$ cat config.mk
export PLATFORM = sky130hd
export DESIGN_NAME = data_mem_access
export DESIGN_NICKNAME = d
export VERILOG_FILES = /design/src/rtl/data_mem_access.sv
export SDC_FILE = /design/constraint.sdc
export NUM_CORES = 1
export LEC_CHECK = 0
export BUFFER_PORTS_ARGS = -buffer_cell sky130_fd_sc_hd__buf_2
export CAP_MARGIN = 20
export CORE_UTILIZATION = 50
export DETAILED_ROUTE_END_ITERATION = 12
export GPL_TIMING_DRIVEN = 0
export PLACE_DENSITY_LB_ADDON = 0.12
export SYNTH_ARGS = -nofsm -noshare
export SYNTH_HDL_FRONTEND = slang
export SYNTH_SLANG_ARGS = --single-unit
$ cat constraint.sdc
create_clock -name clk -period 5 [get_ports clk]
set_input_delay 0.25 -clock clk [delete_from_list [all_inputs] [get_ports clk]]
set_output_delay 0.25 -clock clk [all_outputs]
set_load 0.1 [all_outputs]
$ cat src/rtl/data_mem_access.sv
// ----------------------------------------------------------------------------
// data_mem_access
//
// Bridges a MEM-stage load/store onto a variable-latency, word-addressed,
// byte-enabled data-memory handshake. While a request is outstanding the
// pipeline is stalled. The returned word, the load mode and the low address
// bits are registered for the WB-stage load extender. Misaligned accesses are
// retired immediately without a request. Requests that are never acknowledged
// are aborted after TIMEOUT cycles.
//
// Parameters
//   TIMEOUT             wait cycles before an unacknowledged request is
//                       aborted (1..255)
//
// Ports
//   clk                 clock, rising edge
//   rst_n               asynchronous active-low reset
//   MemReqValid         MEM stage holds a valid instruction
//   RegWriteM[2:0]      load mode (NOREGWRITE, LB, LH, LW, LBU, LHU)
//   StoreTypeM[1:0]     00 none, 01 SB, 10 SH, 11 SW
//   AluOutM[31:0]       byte address
//   StoreDataM[31:0]    store data, right-aligned
//   StallMem            combinational pipeline freeze (IF..MEM)
//   DmReq               memory request
//   DmWe                1 = write
//   DmAddr[29:0]        word address
//   DmBe[3:0]           byte enables
//   DmWData[31:0]       write data
//   DmAck               request completed this cycle
//   DmRData[31:0]       read word, valid with DmAck
//   LoadWordW[31:0]     word to the load extender
//   LoadedBytesSelectW  low address bits of the retired access
//   RegWriteW[2:0]      load mode of the retired access
//   ValidW              pulse: an access retired
//   MisalignW           pulse with ValidW: misaligned, not issued
//   TimeoutW            pulse with ValidW: aborted after TIMEOUT cycles
//
// state | meaning
// ------+--------------------------------------------------------------
// IDLE  | no request outstanding; MEM-stage instruction is evaluated
// WAIT  | request on the bus, waiting for DmAck or the timeout
// ----------------------------------------------------------------------------
module data_mem_access #(
    parameter int TIMEOUT = 255
) (
    input  logic        clk,
    input  logic        rst_n,
    input  logic        MemReqValid,
    input  logic [2:0]  RegWriteM,
    input  logic [1:0]  StoreTypeM,
    input  logic [31:0] AluOutM,
    input  logic [31:0] StoreDataM,
    output logic        StallMem,
    output logic        DmReq,
    output logic        DmWe,
    output logic [29:0] DmAddr,
    output logic [3:0]  DmBe,
    output logic [31:0] DmWData,
    input  logic        DmAck,
    input  logic [31:0] DmRData,
    output logic [31:0] LoadWordW,
    output logic [1:0]  LoadedBytesSelectW,
    output logic [2:0]  RegWriteW,
    output logic        ValidW,
    output logic        MisalignW,
    output logic        TimeoutW
);

    // Load-mode encodings shared with the rest of the pipeline.
    localparam logic [2:0] MODE_NONE = 3'd0;
    localparam logic [2:0] MODE_LB   = 3'd1;
    localparam logic [2:0] MODE_LH   = 3'd2;
    localparam logic [2:0] MODE_LW   = 3'd3;
    localparam logic [2:0] MODE_LBU  = 3'd4;
    localparam logic [2:0] MODE_LHU  = 3'd5;

    localparam logic [1:0] ST_NONE = 2'b00;
    localparam logic [1:0] ST_SB   = 2'b01;
    localparam logic [1:0] ST_SH   = 2'b10;
    localparam logic [1:0] ST_SW   = 2'b11;

    // Terminal count: the last waiting cycle before the abort.
    localparam logic [7:0] TIMEOUT_TC = 8'(TIMEOUT - 1);

    typedef enum logic {
        S_IDLE = 1'b0,
        S_WAIT = 1'b1
    } state_t;

    state_t state, state_nx;

    logic        is_store;
    logic        is_load_mode;
    logic        mem_op;
    logic        aligned;
    logic [3:0]  req_be;
    logic [31:0] req_wdata;
    logic [2:0]  req_mode;

    logic [7:0]  wait_cnt;
    logic        wait_tc;

    logic [2:0]  lat_mode;
    logic [1:0]  lat_lbs;

    logic        issue;
    logic        retire_ack;
    logic        retire_to;
    logic        retire_mis;
    logic        stall_int;

    // ------------------------------------------------------------------
    // Request decode
    // ------------------------------------------------------------------
    assign is_store     = (StoreTypeM != ST_NONE);
    assign is_load_mode = (RegWriteM inside {MODE_LB, MODE_LH, MODE_LW, MODE_LBU, MODE_LHU});
    assign mem_op       = MemReqValid && (is_store || is_load_mode);

    // A store overrides any load mode presented in the same cycle.
    assign req_mode = is_store ? MODE_NONE : RegWriteM;

    always_comb begin
        aligned = 1'b1;
        if (is_store) begin
            case (StoreTypeM)
                ST_SH:   aligned = ~AluOutM[0];
                ST_SW:   aligned = (AluOutM[1:0] == 2'b00);
                default: aligned = 1'b1;
            endcase
        end else begin
            case (RegWriteM)
                MODE_LH, MODE_LHU: aligned = ~AluOutM[0];
                MODE_LW:           aligned = (AluOutM[1:0] == 2'b00);
                default:           aligned = 1'b1;
            endcase
        end
    end

    // Sub-word stores replicate the data across the word so the byte
    // enables alone select the lane.
    always_comb begin
        req_be    = 4'b1111;
        req_wdata = 32'h0;
        case (StoreTypeM)
            ST_SB: begin
                req_be    = 4'b0001 << AluOutM[1:0];
                req_wdata = {4{StoreDataM[7:0]}};
            end
            ST_SH: begin
                req_be    = 4'b0011 << {AluOutM[1], 1'b0};
                req_wdata = {2{StoreDataM[15:0]}};
            end
            ST_SW: begin
                req_be    = 4'b1111;
                req_wdata = StoreDataM;
            end
            default: begin
                req_be    = 4'b1111;
                req_wdata = 32'h0;
            end
        endcase
    end

    assign wait_tc = (wait_cnt == TIMEOUT_TC);

    // ------------------------------------------------------------------
    // FSM: state register
    // ------------------------------------------------------------------
    always_ff @(posedge clk or negedge rst_n) begin
        if (!rst_n) begin
            state <= S_IDLE;
        end else begin
            state <= state_nx;
        end
    end

    // ------------------------------------------------------------------
    // FSM: next state
    // ------------------------------------------------------------------
    always_comb begin
        state_nx = state;
        case (state)
            S_IDLE: begin
                if (mem_op && aligned) begin
                    state_nx = S_WAIT;
                end
            end
            S_WAIT: begin
                if (DmAck || wait_tc) begin
                    state_nx = S_IDLE;
                end
            end
            default: state_nx = S_IDLE;
        endcase
    end

    // ------------------------------------------------------------------
    // FSM: outputs
    // ------------------------------------------------------------------
    always_comb begin
        issue      = 1'b0;
        retire_ack = 1'b0;
        retire_to  = 1'b0;
        retire_mis = 1'b0;
        stall_int  = 1'b0;
        case (state)
            S_IDLE: begin
                if (mem_op) begin
                    if (aligned) begin
                        issue     = 1'b1;
                        stall_int = 1'b1;
                    end else begin
                        retire_mis = 1'b1;
                    end
                end
            end
            S_WAIT: begin
                // An ack in the terminal-count cycle still completes normally.
                if (DmAck) begin
                    retire_ack = 1'b1;
                end else if (wait_tc) begin
                    retire_to = 1'b1;
                end else begin
                    stall_int = 1'b1;
                end
            end
            default: begin
                stall_int = 1'b0;
            end
        endcase
    end

    // Gated by reset so the pipeline is never frozen while held in reset.
    assign StallMem = rst_n && stall_int;

    // ------------------------------------------------------------------
    // Memory-side request registers
    // ------------------------------------------------------------------
    always_ff @(posedge clk or negedge rst_n) begin
        if (!rst_n) begin
            DmReq   <= 1'b0;
            DmWe    <= 1'b0;
            DmAddr  <= 30'h0;
            DmBe    <= 4'h0;
            DmWData <= 32'h0;
        end else if (issue) begin
            DmReq   <= 1'b1;
            DmWe    <= is_store;
            DmAddr  <= AluOutM[31:2];
            DmBe    <= req_be;
            DmWData <= req_wdata;
        end else if (retire_ack || retire_to) begin
            DmReq   <= 1'b0;
        end
    end

    always_ff @(posedge clk or negedge rst_n) begin
        if (!rst_n) begin
            lat_mode <= MODE_NONE;
            lat_lbs  <= 2'b00;
        end else if (issue) begin
            lat_mode <= req_mode;
            lat_lbs  <= AluOutM[1:0];
        end
    end

    // Saturating wait counter: never wraps back onto the terminal count.
    always_ff @(posedge clk or negedge rst_n) begin
        if (!rst_n) begin
            wait_cnt <= 8'h00;
        end else if (issue) begin
            wait_cnt <= 8'h00;
        end else if ((state == S_WAIT) && !DmAck && (wait_cnt != 8'hFF)) begin
            wait_cnt <= wait_cnt + 8'h01;
        end
    end

    // ------------------------------------------------------------------
    // WB-side registers
    // ------------------------------------------------------------------
    always_ff @(posedge clk or negedge rst_n) begin
        if (!rst_n) begin
            ValidW    <= 1'b0;
            MisalignW <= 1'b0;
            TimeoutW  <= 1'b0;
        end else begin
            ValidW    <= retire_ack || retire_to || retire_mis;
            MisalignW <= retire_mis;
            TimeoutW  <= retire_to;
        end
    end

    always_ff @(posedge clk or negedge rst_n) begin
        if (!rst_n) begin
            LoadWordW          <= 32'h0;
            LoadedBytesSelectW <= 2'b00;
            RegWriteW          <= MODE_NONE;
        end else if (retire_ack) begin
            LoadWordW          <= (lat_mode != MODE_NONE) ? DmRData : 32'h0;
            LoadedBytesSelectW <= lat_lbs;
            RegWriteW          <= lat_mode;
        end else if (retire_to) begin
            LoadWordW          <= 32'h0;
            LoadedBytesSelectW <= lat_lbs;
            RegWriteW          <= MODE_NONE;
        end else if (retire_mis) begin
            LoadWordW          <= 32'h0;
            LoadedBytesSelectW <= AluOutM[1:0];
            RegWriteW          <= MODE_NONE;
        end else begin
            // Nothing retires: no register write, word and byte select hold.
            RegWriteW          <= MODE_NONE;
        end
    end

endmodule

==> metrics.csv <==
metric,value,unit
synthCells,410,
die-area,11300,sq um
design.core.area,10500,sq um
flow.area_growth_from_synthesis,45.4,%
post-route-drc-count,0,
drt_first_iter_violations,366,
setup_violations,0,
via_count_of_the_routed_design,4509,
pre_cts_ws,2.69,ns
fin_crit,2.80,ns
worst_path_dominant_cell_family,compound AO/OA/AOI/OAI gates,
die_width,106,um
cts_inserted_buffers,17,
clock_slew_seen_by_the_registers_of_the_worst_setup_and_hold_paths,0.06,ns
ys_top_cells_by_count,"dfrtp_1, mux2_4, nor2_1, a22o_1, inv_1",
wire_length_of_the_first_global_routing_pass,23800,um
grt_overflow_total,0,
cts_tree,done,
holdCritPathClass,in2reg,
timing.critical_path.arrival,2.55,ns
run_status,finished clean,
timing.critical_path.buf_inv,1,
synthesized_cell_area,5450,sq um
worst_path_most_repeated_cell,and4_1,
rsz0062_at_grt,no,
placed_cell_area,6720,sq um
grt_pass1_vias,4634,
number_of_antenna_violations_at_the_first_check_in_global_routing,1,
worstSkewPairLatency,0.51,ns
syn_nets,521,
endpoint_kind,primary output,
cpPeakStageDelay,0.47,ns
maxSlewViolCount,0,
cts_post_setup_buffers_inserted,0,
vias_per_cell,5.27,
cts.root.buffer_cell,clkbuf_8,
cp.required,4.75,ns
io_pins,214,
dp.cells,760,
timing.slew.headroom,62.0,%
synth_seq_area_share,56.0,%
async_set_or_reset_flop_fraction_in_the_synthesized_netlist,100,%
ctsHtreeMaxLevel,4,
yosysWarnings,0,
finalCritPeriodShare,56.0,%
max-cap-violations,0,
dp_hpwl,9810,um
flop_and_latch_count_out_of_synthesis,122,
initial_utilization,52.1,%
n_fill_cell,692,
syn_area_per_cell,13.3,sq um
detail_route.first_pass.iterations,5,
finish.cell_count_without_fillers,855,
drt.antenna.violating_nets,0,
worstMarginPinSlew,0.564,ns
synth.area.top_cells,"dfrtp_1, mux2_4, a22o_1",
floorplan.rows,37,
wl_per_cell,17.4,um
synth_enable_flop_cells,0,
post_route_design_area,7930,sq um
port_buffers,213,
crit_fanout,5,
skew,0.00762,ns
worstSetupPathType,reg2out,
netlist-cell-type-count,46,
wl,14900,um
die_h,106,um
grt_usage,27.4,%
gp_congestion,0.833,
setup_tns,0,ns
post-synth-top-area-fraction,56.0,%
grt_max_degree,95,
cts_buffer_depth,2,
timing_hold_violations_final,0,
nNetsFinal,817,
ys_dominant_reg_cell,dfrtp_1,
setup.worst_path.start_class,flip-flop,
timing.critical_path.cells,"and4_1, and4_1, o21ai_0, o211a_1, buf_2",
layout_setup_ws,2.20,ns
drive_above_1_share,44.6,%
standard_cell_with_the_maximum_stage_delay_on_the_critical_path,o21ai_0,
cts_num_sinks,122,
most_area_hungry_cell_type_in_the_yosys_netlist,dfrtp_1,
top_count_cell_post_synth,dfrtp_1,
max_clock_freq,357,MHz
-- worst paths after layout --
kind | slack, ns | cells past startpoint | endpoint | from
min reg2reg | 0.50 | 1 | LoadWordW[6]$_DFFE_PN0P_ | LoadWordW[6]$_DFFE_PN0P_
max | 2.20 | 5 | StallMem | wait_cnt[4]$_DFFE_PN0P_
min | 0.03 | 3 | DmWData[6]$_DFFE_PN0P_ | StoreDataM[6]
max in group asynchronous | 4.05 | 3 | lat_mode[0]$_DFFE_PN0P_ | rst_n
min in group asynchronous | 0.21 | 2 | DmAddr[22]$_DFFE_PN0P_ | rst_n
max reg2reg | 3.02 | 6 | wait_cnt[7]$_DFFE_PN0P_ | state$_DFF_PN0_
-- flip-flops by register name, summed over array words and instances, names as in the netlist, 3 cells and up --
name and count:
DmWData 32, LoadWordW 32, DmAddr 30, wait_cnt 8, DmBe 4, RegWriteW 3
lat_mode 3
-- kinds of logic after synthesis --
| group | synth area share, % |
|---|---|
| and+or+nand+nor | 6.52 |
| muxes | 18.7 |
| AOI/OAI and AO/OA | 12.4 |
| DFF | 56.0 |
| xor gates and xnor gates | 0.803 |
| adders and majority gates | 1.38 |
| buffers and inverters | 4.25 |
-- metal layers --
| metal | routed length [um] | track usage, % |
|---|---|---|
| met3 | 1250 | 7.79 |
| met4 | 342 | 12.6 |
| met5 | 0 | 0 |
| met2 | 7170 | 43.9 |
| met1 | 6150 | 34.5 |
-- worst min-delay path, delay by kind of cell --
kind	cells	cell delay [ns]
buf+inv	1	0.13
mux	1	0.06
simple gates	1	0.06
-- layout by cell type, fill, tap and decap left out, drive strengths merged, types with 3 or more instances in the layout --
master / n
clkinv: 3
nand3: 3
xnor2: 3
nand2: 17
ha: 6
nor2: 34
nor2b: 3
dfrtp: 122
dlygate4sd3: 63
and2: 3
a22oi: 16
inv: 19
a21oi: 6
clkbuf: 37
mux2: 60
a22o: 32
and3: 4
a222oi: 8
o21ai: 9
mux2i: 12
buf: 228
-- cell type report --
| class | instances | area, sq um | area share (%) |
|---|---|---|---|
| multi-input cells | 242 | 2170 | 27.3 |
| inverters | 19 | 71.3 | 0.900 |
| well taps | 136 | 170 | 2.15 |
| repair buffers | 277 | 1730 | 21.8 |
| flip-flops and latches | 122 | 3050 | 38.5 |
| clock inverters | 7 | 90.1 | 1.14 |
| diodes | 1 | 2.50 | 0.0316 |
| clock buffers | 24 | 480 | 6.06 |
| plain buffers | 27 | 160 | 2.02 |
-- stage by stage --
stage	hold WS (ns)	util, %
final	0.0318	75.7
after floorplan	-0.0456	-
after CTS	0.00416	75.7
after global placement	0.465	63.9
after global routing	0.0139	75.7
after detailed placement	0.139	64.2
-- what timing repair did --
item,in CTS,in global routing
hold buffers,63,0
hold endpoints to repair,91,0
gates resized for setup,0,0
setup endpoints to repair,0,0
Power is left out: the tool's default activity adds up to more than one toggle a clock period on the data nets, which glitch-free logic cannot reach.
